$ cat config.mk
export PLATFORM = sky130hd
export DESIGN_NAME = bldc_commutator
export DESIGN_NICKNAME = d
export VERILOG_FILES = /design/src/rtl/bldc_commutator.sv
export SDC_FILE = /design/constraint.sdc
export NUM_CORES = 1
export LEC_CHECK = 0
export ABC_CLOCK_PERIOD_IN_PS = 7100
export CELL_PAD_IN_SITES_DETAIL_PLACEMENT = 0
export CELL_PAD_IN_SITES_GLOBAL_PLACEMENT = 1
export CORE_MARGIN = 5
export CORE_UTILIZATION = 25
export DETAILED_ROUTE_END_ITERATION = 10
export GPL_TIMING_DRIVEN = 0
export PLACE_DENSITY_LB_ADDON = 0.1
export SLEW_MARGIN = 20
export SYNTH_ARGS = -nofsm -noshare
export SYNTH_HDL_FRONTEND = slang
export SYNTH_SLANG_ARGS = --single-unit
export TNS_END_PERCENT = 30
$ cat constraint.sdc
create_clock -name clk -period 7.1 [get_ports clk]
set_input_delay 1.42 -clock clk [delete_from_list [all_inputs] [get_ports clk]]
set_output_delay 1.42 -clock clk [all_outputs]
set_load 0.05 [all_outputs]
$ cat src/rtl/bldc_commutator.sv
// bldc_commutator: six-step BLDC commutation from filtered hall sensors with dead time, brake, fault latch and speed measurement
// Ports: clk/reset (async, active high); hall, fault_n raw async inputs; pwm_in gated onto the active high side;
// dir/enable/brake/deadtime select the target pattern; gate_h/gate_l drive the gate driver;
// comm_state, hall_error, fault_latched, step_count, step_period report status.
module bldc_commutator #(
  parameter int DT_W     = 12,
  parameter int FILT_LEN = 16,
  parameter int STEP_W   = 32,
  parameter int PERIOD_W = 24
) (
  input  logic                     clk,
  input  logic                     reset,
  input  logic [2:0]               hall,
  input  logic                     pwm_in,
  input  logic                     dir,
  input  logic                     enable,
  input  logic                     brake,
  input  logic                     fault_n,
  input  logic [DT_W-1:0]          deadtime,
  output logic [2:0]               gate_h,
  output logic [2:0]               gate_l,
  output logic [2:0]               comm_state,
  output logic                     hall_error,
  output logic                     fault_latched,
  output logic signed [STEP_W-1:0] step_count,
  output logic [PERIOD_W-1:0]      step_period
);
  typedef enum logic [1:0] {IDLE, DEADTIME, DRIVE, FAULT} state_t;
  localparam logic [7:0] FL = 8'(FILT_LEN);
  localparam logic [PERIOD_W-1:0] PER_MAX = '1;
  logic [2:0] hall_s1_q, hall_s2_q, hall_last_q, hall_filt_q, hall_filt_d;
  logic fault_s1_q, fault_s2_q;
  logic [7:0] filt_cnt_q, filt_cnt_d;
  logic [2:0] comm_state_q, comm_state_d;
  logic hall_error_q, hall_error_d;
  logic signed [STEP_W-1:0] step_count_q, step_count_d;
  logic [PERIOD_W-1:0] per_cnt_q, per_cnt_d, step_period_q, step_period_d;
  logic [5:0] tgt, tgt_q;
  logic [DT_W-1:0] dt_cnt_q, dt_cnt_d, dt_load;
  state_t state_q, state_d;
  logic [2:0] gate_h_q, gate_h_d, gate_l_q, gate_l_d;
  logic hall_chg, moved, old_ok, new_ok, fwd, rev, counted, tgt_chg;
  function automatic logic [2:0] decode(input logic [2:0] h);
    case (h)
      3'b101:  decode = 3'd0;
      3'b100:  decode = 3'd1;
      3'b110:  decode = 3'd2;
      3'b010:  decode = 3'd3;
      3'b011:  decode = 3'd4;
      3'b001:  decode = 3'd5;
      default: decode = 3'd7;
    endcase
  endfunction
  // {H,L} per sector; sector 7 yields all off
  function automatic logic [5:0] pattern(input logic [2:0] s, input logic d);
    case (s)
      3'd0:    pattern = d ? 6'b001_010 : 6'b010_001;
      3'd1:    pattern = d ? 6'b100_010 : 6'b010_100;
      3'd2:    pattern = d ? 6'b100_001 : 6'b001_100;
      3'd3:    pattern = d ? 6'b010_001 : 6'b001_010;
      3'd4:    pattern = d ? 6'b010_100 : 6'b100_010;
      3'd5:    pattern = d ? 6'b001_100 : 6'b100_001;
      default: pattern = 6'b000_000;
    endcase
  endfunction
  always_comb begin
    // the stability count restarts at 1 on the first cycle of a new synced value
    hall_chg = hall_s2_q != hall_last_q;
    filt_cnt_d = hall_chg ? 8'd1 : (filt_cnt_q < FL ? filt_cnt_q + 8'd1 : filt_cnt_q);
    hall_filt_d = (!hall_chg && filt_cnt_q >= FL) ? hall_last_q : hall_filt_q;
    comm_state_d = decode(hall_filt_q);
    moved = comm_state_d != comm_state_q;
    old_ok = comm_state_q != 3'd7;
    new_ok = comm_state_d != 3'd7;
    fwd = comm_state_d == (comm_state_q == 3'd5 ? 3'd0 : comm_state_q + 3'd1);
    rev = comm_state_d == (comm_state_q == 3'd0 ? 3'd5 : comm_state_q - 3'd1);
    counted = moved && old_ok && new_ok && (fwd || rev);
    hall_error_d = moved && (!new_ok || (old_ok && !fwd && !rev));
    step_count_d = counted ? step_count_q + (fwd ? STEP_W'(1) : {STEP_W{1'b1}}) : step_count_q;
    // cleared to 1 so a step N cycles after the previous one reads N
    per_cnt_d = counted ? PERIOD_W'(1) : (per_cnt_q == PER_MAX ? per_cnt_q : per_cnt_q + PERIOD_W'(1));
    step_period_d = counted ? per_cnt_q : (per_cnt_q == PER_MAX ? PER_MAX : step_period_q);
  end
  always_comb begin
    tgt = brake ? 6'b000_111 : (enable ? pattern(comm_state_q, dir) : 6'b000_000);
    tgt_chg = tgt != tgt_q;
    dt_load = deadtime == '0 ? DT_W'(1) : deadtime;
    state_d = state_q;
    dt_cnt_d = dt_cnt_q;
    if (!fault_s2_q) state_d = FAULT;
    else begin
      case (state_q)
        IDLE: if (tgt != '0) begin
          state_d = DEADTIME;
          dt_cnt_d = dt_load;
        end
        DEADTIME: if (tgt_chg) dt_cnt_d = dt_load;
          else if (dt_cnt_q == DT_W'(1)) state_d = tgt != '0 ? DRIVE : IDLE;
          else dt_cnt_d = dt_cnt_q - DT_W'(1);
        DRIVE: if (tgt_chg) begin
          state_d = DEADTIME;
          dt_cnt_d = dt_load;
        end
        FAULT: if (!enable) state_d = IDLE;
      endcase
    end
    // gates follow the next state so the first off cycle coincides with the target change
    gate_h_d = state_d == DRIVE ? tgt[5:3] & {3{pwm_in}} : 3'b000;
    gate_l_d = state_d == DRIVE ? tgt[2:0] : 3'b000;
  end
  always_ff @(posedge clk or posedge reset) begin
    if (reset) begin
      hall_s1_q     <= '0;
      hall_s2_q     <= '0;
      hall_last_q   <= '0;
      hall_filt_q   <= '0;
      filt_cnt_q    <= '0;
      fault_s1_q    <= 1'b1;
      fault_s2_q    <= 1'b1;
      comm_state_q  <= 3'd7;
      hall_error_q  <= 1'b0;
      step_count_q  <= '0;
      per_cnt_q     <= '0;
      step_period_q <= PER_MAX;
      tgt_q         <= '0;
      dt_cnt_q      <= '0;
      state_q       <= IDLE;
      gate_h_q      <= '0;
      gate_l_q      <= '0;
    end else begin
      hall_s1_q     <= hall;
      hall_s2_q     <= hall_s1_q;
      hall_last_q   <= hall_s2_q;
      hall_filt_q   <= hall_filt_d;
      filt_cnt_q    <= filt_cnt_d;
      fault_s1_q    <= fault_n;
      fault_s2_q    <= fault_s1_q;
      comm_state_q  <= comm_state_d;
      hall_error_q  <= hall_error_d;
      step_count_q  <= step_count_d;
      per_cnt_q     <= per_cnt_d;
      step_period_q <= step_period_d;
      tgt_q         <= tgt;
      dt_cnt_q      <= dt_cnt_d;
      state_q       <= state_d;
      gate_h_q      <= gate_h_d;
      gate_l_q      <= gate_l_d;
    end
  end
  assign gate_h        = gate_h_q;
  assign gate_l        = gate_l_q;
  assign comm_state    = comm_state_q;
  assign hall_error    = hall_error_q;
  assign fault_latched = state_q == FAULT;
  assign step_count    = step_count_q;
  assign step_period   = step_period_q;
endmodule

* Yosys cells after proc, flatten, opt, wreduce, memory -nomap -nowiden
Index checks and enable logic that the tools add are counted.
Storage, ports and cells: bits in registers 132
Cells by class: add/sub/neg operators 6, $lt $le $gt $ge 2, multiplexer cells 35, equality and inequality tests 28, reductions and logical operators 21, bitwise operators 1
Operators with widths (number):
- $mux W24 | 4
- $mux W12 | 5
- $mux W6 | 6
- $pmux W12 S3 | 1
- $pmux W6 S6 | 1
- $add A32 B32 Y32 | 1
- $mux W32 | 1
- $add A24 B1 Y24 const B | 1
- $eq A24 B24 Y1 const B | 1
- $pmux W3 S6 | 1
- $mux W8 | 2
- $eq A3 B3 Y1 const B | 5
- $mux W2 | 7
- $eq A12 B1 Y1 const B | 1
- $eq A3 B2 Y1 const B | 4
- $logic_not A12 Y1 | 1
- $mux W3 | 4
- $sub A12 B1 Y12 const B | 1
- $mux W5 | 2
- $ne A3 B3 Y1 const B | 3
- $add A8 B1 Y8 const B | 1
- $ge A8 B5 Y1 const B | 1
- $lt A8 B5 Y1 const B | 1
- $pmux W2 S4 | 1
- 19 further kinds | 37

* Longest topological paths before layout
Gate-level depths: netlist (run 1).
depth in word-level cells 12, depth in mapped cells 18, gate-level depth less buffers 15

* Worst setup path after synthesis (run 1)
No wires, ideal clock.
path kind flip-flop to flip-flop, from register comm_state_q[0], in the netlist comm_state[0], to register step_count_q[24], in the netlist step_count[24], data required time 6.959 ns, setup time 0.141 ns, cell stages (with the launch flop) 18, setup slack 1.841 ns, data arrival time 5.117 ns, period minus slack after synthesis 5.259 ns, path buffers 2, path through dfstp_2 > buf_4 > buf_2 > and2_1 > ha_1 > nor3b_1 > a21oi_1 > o221a_2 > nor3_1 > inv_1 > ha_1 > a21o_1 > a21o_1 > a2111oi_0 > o2111ai_1 > a311oi_1 > or3_1 > a31oi_1
Between the ends: longest elaborated chain between the ends 5, elaborated cells on any way between the ends 16
RTL lines:
- start: declaration | RTL line 34 | logic [2:0] comm_state_q, comm_state_d;
- start signal: assignment | RTL line 138 | comm_state_q <= comm_state_d;
- $add A3 B1 Y3, or another cell as far along | RTL line 75 | fwd = comm_state_d == (comm_state_q == 3'd5 ? 3'd0 : comm_state_q + 3'd1);
- $mux W3, on equally long branches | RTL line 75, 76
- $eq A3 B3 Y1, on equally long branches | RTL line 75, 76
- $mux W32 or $logic_or A1 B1 Y1 (tied branches) | RTL line 79, 77
- $add A32 B32 Y32 or $logic_and A1 B1 Y1 (tied branches) | RTL line 79, 77
- end signal: assignment | RTL line 140 | step_count_q <= step_count_d;
- end: declaration | RTL line 36 | logic signed [STEP_W-1:0] step_count_q, step_count_d;
Several ways; a longest one is shown, not always the timed one. A chain may end at the register's enable or synchronous reset.

* Worst setup path after layout (run 1)
Same ends and word-level chain as after synthesis.

==> reports/results.ini, run 1 <==
[clock_tree]
tritoncts = done
cts_root_buffer = clkbuf_16
cts.clk_slew.worst_paths_ns = 0.07
hold_buffers = 0
cts-htree-levels = 4
cts-resized-gates = 0
cts_buffer_depth = 2
cts_setup_buffers = 0
worstSkewPairLatency_ns = 0.44
numCtsBuffers = 17
clock_sinks = 132

[layout]
syn_to_final_growth_pct = 25.3
num-nets-final = 1071
fin_cells = 1466
drive_above_1_share_pct = 9.67
antenna_cells = 0

[placement]
gp_congestion = 0.758
io_buffers = 86
dp_hpwl_um = 17500
dp_cells = 1434

[grt]
grt_overflow_total = 0
grt_pass1_vias = 7397
groute.usage.overall_pct = 13.9
grt_max_degree = 75
antenna_found_initial = 0
grt_pass1_wl_um = 40600

[die]
core_area_um2 = 32500
die_w_um = 192
ios = 89
rows = 66
initial_utilization_pct = 25.4
die_y_um = 192
dieArea_um2 = 36800

[drt]
drc_errors = 0
avgViaCountPerCell = 4.85
first_iter_violations = 419
vias = 7111
wirelength_um = 24700
wire_per_inst_um = 16.9
ant_nets = 0
drtPass1Iterations = 5

[logic_synthesis]
synth_area_leaders = dfrtp_1 (31%), dfstp_2 (9.2%), ha_1 (5.6%)
synthMostInstantiatedCell = nand2_1
syn-num-nets = 965
synth_edf_count = 0
netlist.area_leader.share_pct = 31.2
synth_ff_type = dfrtp_1
synth_area_leader_cell = dfrtp_1
ys_types = 82
avgSynthCellArea_um2 = 9.12
synth_common_cells = nand2_1 (113), dfrtp_1 (103), o21ai_0 (79)
ys_seq_area_share_pct = 40.5
async_flop_share_pct = 100
syn-cell-area_um2 = 8260
synth_warnings = 0
synth_cells = 905
synth_seq_cells = 132

[sta]
fin_skew_ns = 0.00916
fin_setup_tns_ns = 0
finalMaxSlewViolations = 0
min_period_ns = 6.20
post-route-period-util_pct = 87.3
tightest_slew_ns = 0.836
maxSlewHeadroom_pct = 44.1
setup_violations = 0
rsz0062_at_grt = no
hold_violations = 0
clock.fmax_mhz = 161

[critical_path]
endpoint_kind = register
startpoint_type = register
crit_fanout = 35
r2r_start = comm_state[0]
r2r_cells = 17
regToRegSetupSlack_ns = 0.90
startpoint = comm_state[0]
cp-endpoint = step_count[24]
timing.rr.end = step_count[24]
cp.required_ns = 7.46
crit_type = register to register
cp_data_arrival_time_ns = 6.56

[power]
leakage_nw = 4.47
max-vdd-ir-drop_uv = 167
powerDensity_nw_per_um2 = 187

[status]
run_status = finished, final reports clean

[run]
cap_violations = 0

[hold_path]
holdCritPathClass = register to register

cells by family after synthesis:
group,Yosys count,share of synthesized area [%]
AO/OA/AOI/OAI,242,20.0
multiplexers,16,1.97
AND/OR/NAND/NOR,349,21.5
buffers and inverters,71,3.85
XOR/XNOR,57,6.37
flip-flops,132,40.5
adder cells (fa/ha/maj),38,5.85
how the worst min path moves through the flow:
stage	start	endpoint	slack, ns	cells past startpoint
after floorplan	hall_s1_q[0]	hall_s2_q[0]	0.33	0
after global placement	hall_s1_q[1]	hall_s2_q[1]	0.34	0
after detailed placement	hall_s1_q[0]	hall_s2_q[0]	0.34	0
after CTS	hall_s1_q[0]	hall_s2_q[0]	0.35	0
after global routing	hall_s1_q[0]	hall_s2_q[0]	0.35	0
final	hall_s1_q[0]	hall_s2_q[0]	0.35	0
worst max-delay path, stage by stage, from the launching register on:
cell       delay (ns)
dfstp_2          0.55
buf_4            0.18
buf_2            0.23
and2_1           0.21
ha_1             0.23
nor2b_1          0.25
a21oi_1          0.12
o221a_2          0.28
nor3_1           0.50
inv_2            0.49
ha_1             0.53
a21o_1           0.20
a21o_1           0.20
a2111oi_0        0.71
o2111ai_1        0.42
a311oi_1         0.63
o21ai_0          0.20
a31oi_1          0.19
cells in the final DEF, fill, tap and decap left out, types with 17 or more instances in the layout:
cell,synthesis,final
nand3_1,22,22
clkbuf_1,27,28
inv_1,27,25
dfstp_2,29,29
xnor2_1,21,21
a21o_1,18,18
xor2_1,34,34
clkdlybuf4s50_1,0,86
a21oi_1,31,31
dfrtp_1,103,103
nor3_1,26,26
nand2_1,113,113
o21ai_0,79,79
clkbuf_16,0,17
nor2_1,72,72
ha_1,37,37
power by group:
part | switching, W | internal [W] | total [W]
Combinational | 0.0000882 | 0.0000628 | 0.000151
Sequential | 0.0000320 | 0.000781 | 0.000813
Clock | 0.000367 | 0.000607 | 0.000974
Total | 0.000487 | 0.00145 | 0.00194
sequential cells by signal, indices dropped and copies added, names as in the netlist:
register,flops
comm_state,3
dt_cnt_q,12
fault_s1_q,1
fault_s2_q,1
filt_cnt_q,8
gate_h,3
gate_l,3
hall_error,1
hall_filt_q,3
hall_last_q,3
hall_s1_q,3
hall_s2_q,3
per_cnt_q,24
state_q,2
step_count,32
step_period,24
tgt_q,6
metal layers:
layer	vias up	routed length [µm]	part of all wire, %	global-route usage, %
met3	25	989	4.0	3.65
met1	3438	12000	49	18.4
li1	3539	-	-	-
met5	-	0	0	0
met2	109	11400	46	22.3
met4	0	314	1.3	4.01
final cells by class:
type                            instances  area [µm²]
Clock buffer                           20         457
Fill cell                            3489       22200
Timing Repair Buffer                   87         888
Clock inverter                         12         176
Buffer                                 43         213
Inverter                               28         113
Tap cell                              442         553
Sequential cell                       132        3340
Multi-Input combinational cell        702        4600
stage by stage:
step                worst slack (ns)  util, %  instance area (µm²)  hold slack (ns)  total power, W
floorplan                       1.84        -                 8260            0.331        0.000925
global placement              -0.550     29.7                 9670            0.336        0.000978
detailed placement             0.898     29.8                 9700            0.336        0.000980
CTS                            0.838     31.8                10300            0.350         0.00198
global route                   0.366     31.8                10300            0.353         0.00204
finish                         0.899     31.8                10300            0.346         0.00194
(Power assumes the default switching activity.)
==> run 2, diff against run 1 <==
--- a/config.mk
+++ b/config.mk
@@ -6,4 +6,5 @@
 export NUM_CORES = 1
 export LEC_CHECK = 0
+export ABC_AREA = 1
 export ABC_CLOCK_PERIOD_IN_PS = 7100
 export CELL_PAD_IN_SITES_DETAIL_PLACEMENT = 0
==> constraint.sdc (replaced) <==
create_clock -name clk -period 7.1 [get_ports clk]
set_input_delay 1.42 -clock clk [delete_from_list [all_inputs] [get_ports clk]]
set_output_delay 1.42 -clock clk [all_outputs]
set_load 0.1 [all_outputs]
==> run 2 against run 1 <==
Sequential share of layout area is 1.2 points higher. Via count is 2.3% lower. Non-clock buffer count is 24 lower. Cell count is 5.2% higher. Cell area is 3.7% lower. Sequential cell count stayed put. Critical endpoint is now step_count[25]. Largest cell class unchanged.
==> reports/results.ini, run 2 <==
[critical_path]
crit_type = register to register
startpoint_type = register
regToRegSetupSlack_ns = 2.63
crit_top_cell = nand2_1
crit_fanout = 33
endpoint_kind = register
timing.rr.end = step_count[25]
cp.required_ns = 7.41
crit_chain = nand2_1, inv_1, ha_1, or2_1, xor2_1, nand2_2, ha_1, clkbuf_1, nand2_1, nor2_1, nand4_1, o21ai_0, nand2_1, nand2_1, nand2_1, nand2_1, xnor2_1, o21ai_0
cp_slowest_stage_delay_ns = 0.65
cp_slowest_cell = o21ai_0
cp_data_arrival_time_ns = 4.78
r2r_start = comm_state[0]
r2r_cells = 18

[drt]
drc_errors = 0
wirelength_um = 23600
ant_nets = 0
dr_wl_met2_um = 10600
wire_per_inst_um = 15.3
route.met3.wl_um = 748
routed.top_layer = met4
first_iter_violations = 378
wl_met1_um = 12100
avgViaCountPerCell = 4.50
drtPass1Iterations = 6
vias = 6944

[clock_tree]
cts_root_buffer = clkbuf_16
numCtsBuffers = 17
cts_buffer_depth = 2
cts-htree-levels = 4
worstSkewPairLatency_ns = 0.42
cts.clk_slew.worst_paths_ns = 0.07
cts-resized-gates = 0
cts_setup_buffers = 0
tritoncts = done
hold_buffers = 0
clock_sinks = 132

[layout]
layout_commonest_cell = nand2_1
final_util_pct = 31.6
ff_latch_area_um2 = 3340
largest_reg_flops = 32
final_cell_mix = nand2_1 (246), inv_1 (121), dfrtp_1 (103), nor2_1 (94), clkdlybuf4s50_1 (88)
syn_to_final_growth_pct = 25.2
drive_above_1_share_pct = 10.7
antenna_cells = 0
num-nets-final = 1187
multiInputGateArea_um2 = 4040
nFillCells = 3394

[hold_path]
hold_end = hall_s2_q[0]
worstHoldStart = hall_s1_q[0]
hold_depth = 0
holdCritPathClass = register to register

[die]
core_area_um2 = 31500
die_w_um = 188
dieArea_um2 = 35500
rows = 65
die_y_um = 188
initial_utilization_pct = 25.3
ios = 89

[power]
leakage_nw = 4.81
powerDensity_nw_per_um2 = 188
max-vdd-ir-drop_uv = 162

[sta]
post-route-period-util_pct = 63.0
maxSlewHeadroom_pct = 27.8
setup_violations = 0
finalMaxSlewViolations = 0
clock.fmax_mhz = 224
fin_skew_ns = 0.0140
min_period_ns = 4.47
tightest_slew_ns = 1.08
rsz0062_at_grt = no
fin_setup_tns_ns = 0
hold_violations = 0

[logic_synthesis]
synth_warnings = 0
synth_ff_type = dfrtp_1
async_flop_share_pct = 100
syn-cell-area_um2 = 7960
ys_types = 45
synth_seq_cells = 132
synth_area_leader_cell = dfrtp_1
synth_common_cells = nand2_1 (247), inv_1 (122), dfrtp_1 (103)
synth_edf_count = 0
synth_area_leaders = dfrtp_1 (32%), nand2_1 (12%), dfstp_2 (9.6%)
netlist.area_leader.share_pct = 32.4
avgSynthCellArea_um2 = 7.81
syn-num-nets = 1079
synth_cells = 1019
synthMostInstantiatedCell = nand2_1
ys_seq_area_share_pct = 42.0

[grt]
grt_pass1_wl_um = 39100
grt_max_degree = 91
groute.usage.overall_pct = 13.6
grt_overflow_total = 0
grt_pass1_vias = 7333
antenna_found_initial = 0

[placement]
io_buffers = 88
dp_hpwl_um = 17800
gp_congestion = 0.792

[status]
run_status = finished, final reports clean

[run]
cap_violations = 0

## run 2: layer usage
metal / global-route usage (%) / vias up
li1: - / 3562
met1: 18.9 / 3282
met2: 22.0 / 91
met3: 2.85 / 9
met4: 3.11 / 0
met5: 0 / -
## run 2: worst max-delay path by stage
stage                   from             end  slack (ns)  cells past startpoint
4_1_cts        comm_state[1]  step_count[25]        2.58                     18
6_report       comm_state[0]  step_count[25]        2.63                     18
3_5_place_dp   comm_state[1]  step_count[25]        2.61                     18
5_1_grt        comm_state[1]  step_count[25]        2.23                     18
3_3_place_gp           reset    per_cnt_q[8]       -0.36                      2
2_1_floorplan          reset     dt_cnt_q[0]        2.20                      1
## run 2: area by class of cell
| type | instances | area share, % |
|---|---|---|
| multi-input cells | 741 | 40.5 |
| plain buffers | 17 | 1.00 |
| clock buffers | 17 | 4.27 |
| inverters | 129 | 4.94 |
| flip-flops and latches | 132 | 33.5 |
| clock inverters | 15 | 1.56 |
| well taps | 402 | 5.05 |
| repair buffers | 89 | 9.12 |
## run 2: cell families (layout without fill, tap and decap cells)
group,Yosys count,after routing,share of synthesized area [%]
AND/OR/NAND/NOR,477,477,27.0
AO/OA/AOI/OAI,180,180,12.6
buffers and inverters,146,267,7.34
flip-flops,132,132,42.0
XOR/XNOR,46,46,5.06
adder cells (fa/ha/maj),38,38,6.07
## run 2: worst max-delay path: cells and delay by family (launching register included)
family                     cells  cell delay (ns)
adders and majority gates      2             0.72
xor gates and xnor gates       2             0.29
buffers and inverters          2             0.35
DFF                            1             0.61
and+or+nand+nor               10             1.66
AOI/OAI and AO/OA              2             0.74
## run 2: power by group
group          switching [W]  internal [W]  leakage (nW)  total [W]
registers          0.0000233      0.000781          1.66   0.000805
logic               0.000116     0.0000640          2.86   0.000180
clock network       0.000366      0.000519         0.280   0.000885
total               0.000505       0.00136          4.81    0.00187
## run 2: through the flow
step                hold WS [ns]  std cells  total power, W  cell area (µm²)  worst slack [ns]
finish                     0.352       1542         0.00187             9960              2.63
global route               0.361       1542         0.00197             9960              2.23
CTS                        0.357       1542         0.00191             9960              2.58
detailed placement         0.343       1510         0.00100             9380              2.61
global placement           0.340       1509        0.000999             9340            -0.355
floorplan                  0.331       1019        0.000944             7960              2.20
==> run 3, diff against run 2 <==
ABC_CLOCK_PERIOD_IN_PS = 3900   (was 7100)
clock period = 3.9 ns   (was 7.1 ns; I/O delays follow)
==> run 3 against run 2 <==
Critical path depth shrank 1. Die area unchanged. Clock power up 76%. Clock-buffer cell count is 3 higher. Sequential cell count is the same. Setup slack got worse by 2.4 ns. Routed wire length increased by 2.1%. First-iteration DRC count increased by 14%. Maximum frequency up 21%. Critical endpoint is now step_count[26]. Largest cell class unchanged.
==> reports/results.ini, run 3 (synthesis gave the netlist of run 2 again) <==
[die]
dieArea_um2 = 35500
rows = 65
core_area_um2 = 31500
initial_utilization_pct = 25.3
die_y_um = 188
ios = 89
die_w_um = 188

[hold_path]
hold_depth = 0
hold_end = hall_s2_q[2]
worstHoldStart = hall_s1_q[2]
holdCritPathClass = register to register

[drt]
wirelength_um = 24100
vias = 6961
first_iter_violations = 432
ant_nets = 0
drtPass1Iterations = 5
wire_per_inst_um = 15.6
drc_errors = 0
avgViaCountPerCell = 4.50

[critical_path]
r2r_start = comm_state[2]
r2r_cells = 17
crit_fanout = 17
crit_type = register to register
cp.required_ns = 4.24
timing.rr.end = step_count[26]
cp_data_arrival_time_ns = 4.03
regToRegSetupSlack_ns = 0.21
endpoint_kind = register
startpoint_type = register

[grt]
antenna_found_initial = 0
groute.usage.overall_pct = 14.0
grt_pass1_wl_um = 39700
grt_pass1_vias = 7200
grt_max_degree = 31
grt_overflow_total = 0

[sta]
tightest_slew_ns = 1.09
setup_violations = 0
rsz0062_at_grt = yes
clock.fmax_mhz = 271
finalMaxSlewViolations = 0
layout_setup_ws_ns = 0.212
fin_skew_ns = 0.0109
post-route-period-util_pct = 94.6
min_period_ns = 3.69
hold_violations = 0
maxSlewHeadroom_pct = 27.2

[placement]
io_buffers = 88
dp_hpwl_um = 18200
dpl_worst_slack_ns = -0.647
dpl-instance-area_um2 = 9450
gp_congestion = 0.805

[layout]
num-nets-final = 1193
drive_above_1_share_pct = 12.0
syn_to_final_growth_pct = 27.3
stdcell_area_um2 = 10100
largest_reg_flops = 32
layout_commonest_cell = nand2_1
final_cell_mix = nand2_1 (246), inv_1 (121), dfrtp_1 (103), nor2_1 (93), clkdlybuf4s50_1 (88)
antenna_cells = 0
nFillCells = 3360

[clock_tree]
cts.clk_slew.worst_paths_ns = 0.06
hold_buffers = 0
tritoncts = done
worstSkewPairLatency_ns = 0.42
cts_root_buffer = clkbuf_16
clock_sinks = 132
cts-htree-levels = 4
numCtsBuffers = 17
cts_buffer_depth = 2

[status]
run_status = finished, final reports clean

[power]
leakage_nw = 4.86
max-vdd-ir-drop_uv = 303
powerDensity_nw_per_um2 = 332

[run]
cap_violations = 0

==> run 3: cell types whose count changed in the layout (fill, tap and decap cells not counted), moves of 2 or more <==
| cell | before | now |
|---|---|---|
| clkinv_4 | 3 | 1 |
| buf_12 | 0 | 6 |
| a21oi_1 | 63 | 59 |
| clkinvlp_4 | 3 | 5 |
| o21ai_0 | 80 | 78 |
| a21oi_2 | 0 | 3 |
==> run 3: routing by layer <==
metal / vias to the layer above / track usage [%] / wire length (µm)
met4: 0 / 3.11 / 197
met1: 3270 / 20.0 / 12500
li1: 3585 / - / -
met5: - / 0 / 0
met2: 94 / 21.9 / 10700
met3: 12 / 2.76 / 650
==> run 3: worst max-delay path by stage <==
stage | from | endpoint | slack (ns)
6_report | comm_state[2] | step_count[26] | 0.21
5_1_grt | comm_state[2] | step_count[31] | -0.07
4_1_cts | comm_state[2] | step_count[20] | -0.002
3_5_place_dp | comm_state[2] | step_count[21] | -0.65
3_3_place_gp | comm_state[0] | step_count[25] | -1.11
2_1_floorplan | comm_state[0] | step_count[25] | -0.30
==> run 3: area by class of cell <==
class	count	area [µm²]	area share [%]
Clock buffer	20	447	4.41
Timing Repair Buffer	95	1010	9.96
Multi-Input combinational cell	742	4140	40.9
Inverter	129	488	4.82
Buffer	16	96.3	0.951
Tap cell	402	503	4.97
Clock inverter	12	106	1.05
Sequential cell	132	3340	33.0
==> run 3: timing repair <==
item | in CTS | in global routing
setup buffers | 0 | 2
cloned | 1 | 0
endpoints found under the setup margin | 18 | 18
pin swaps | 1 | 0
resized for setup | 9 | 11
==> run 3: critical path, cell delays in order (launching register included) <==
cell,delay [ns]
dfstp_2,0.64
inv_2,0.10
ha_1,0.29
or2_1,0.30
xor2_4,0.17
buf_12,0.14
nand2_8,0.11
ha_1,0.41
inv_1,0.10
o21ai_0,0.27
nand2_1,0.08
nand2_1,0.11
nand2_1,0.06
o211ai_1,0.14
nand3b_1,0.26
a21oi_1,0.12
xor2_1,0.15
o21ai_0,0.15
==> run 3: power breakdown <==
group	internal [W]	total (W)	leakage, nW	switching [W]
clock network	0.000894	0.00156	0.263	0.000666
registers	0.00142	0.00147	1.66	0.0000431
logic	0.000124	0.000336	2.93	0.000213
==> run 3: stage by stage <==
step	util (%)	TNS (ns)	hold WS, ns	std cells	power (W)
floorplan	-	-2.83	0.331	1019	0.00172
global placement	29.7	-21.59	0.340	1509	0.00182
detailed placement	30.0	-6.00	0.341	1514	0.00183
CTS	31.9	-0.00204	0.355	1547	0.00343
global route	32.2	-0.198	0.358	1548	0.00354
finish	32.2	0	0.348	1548	0.00336
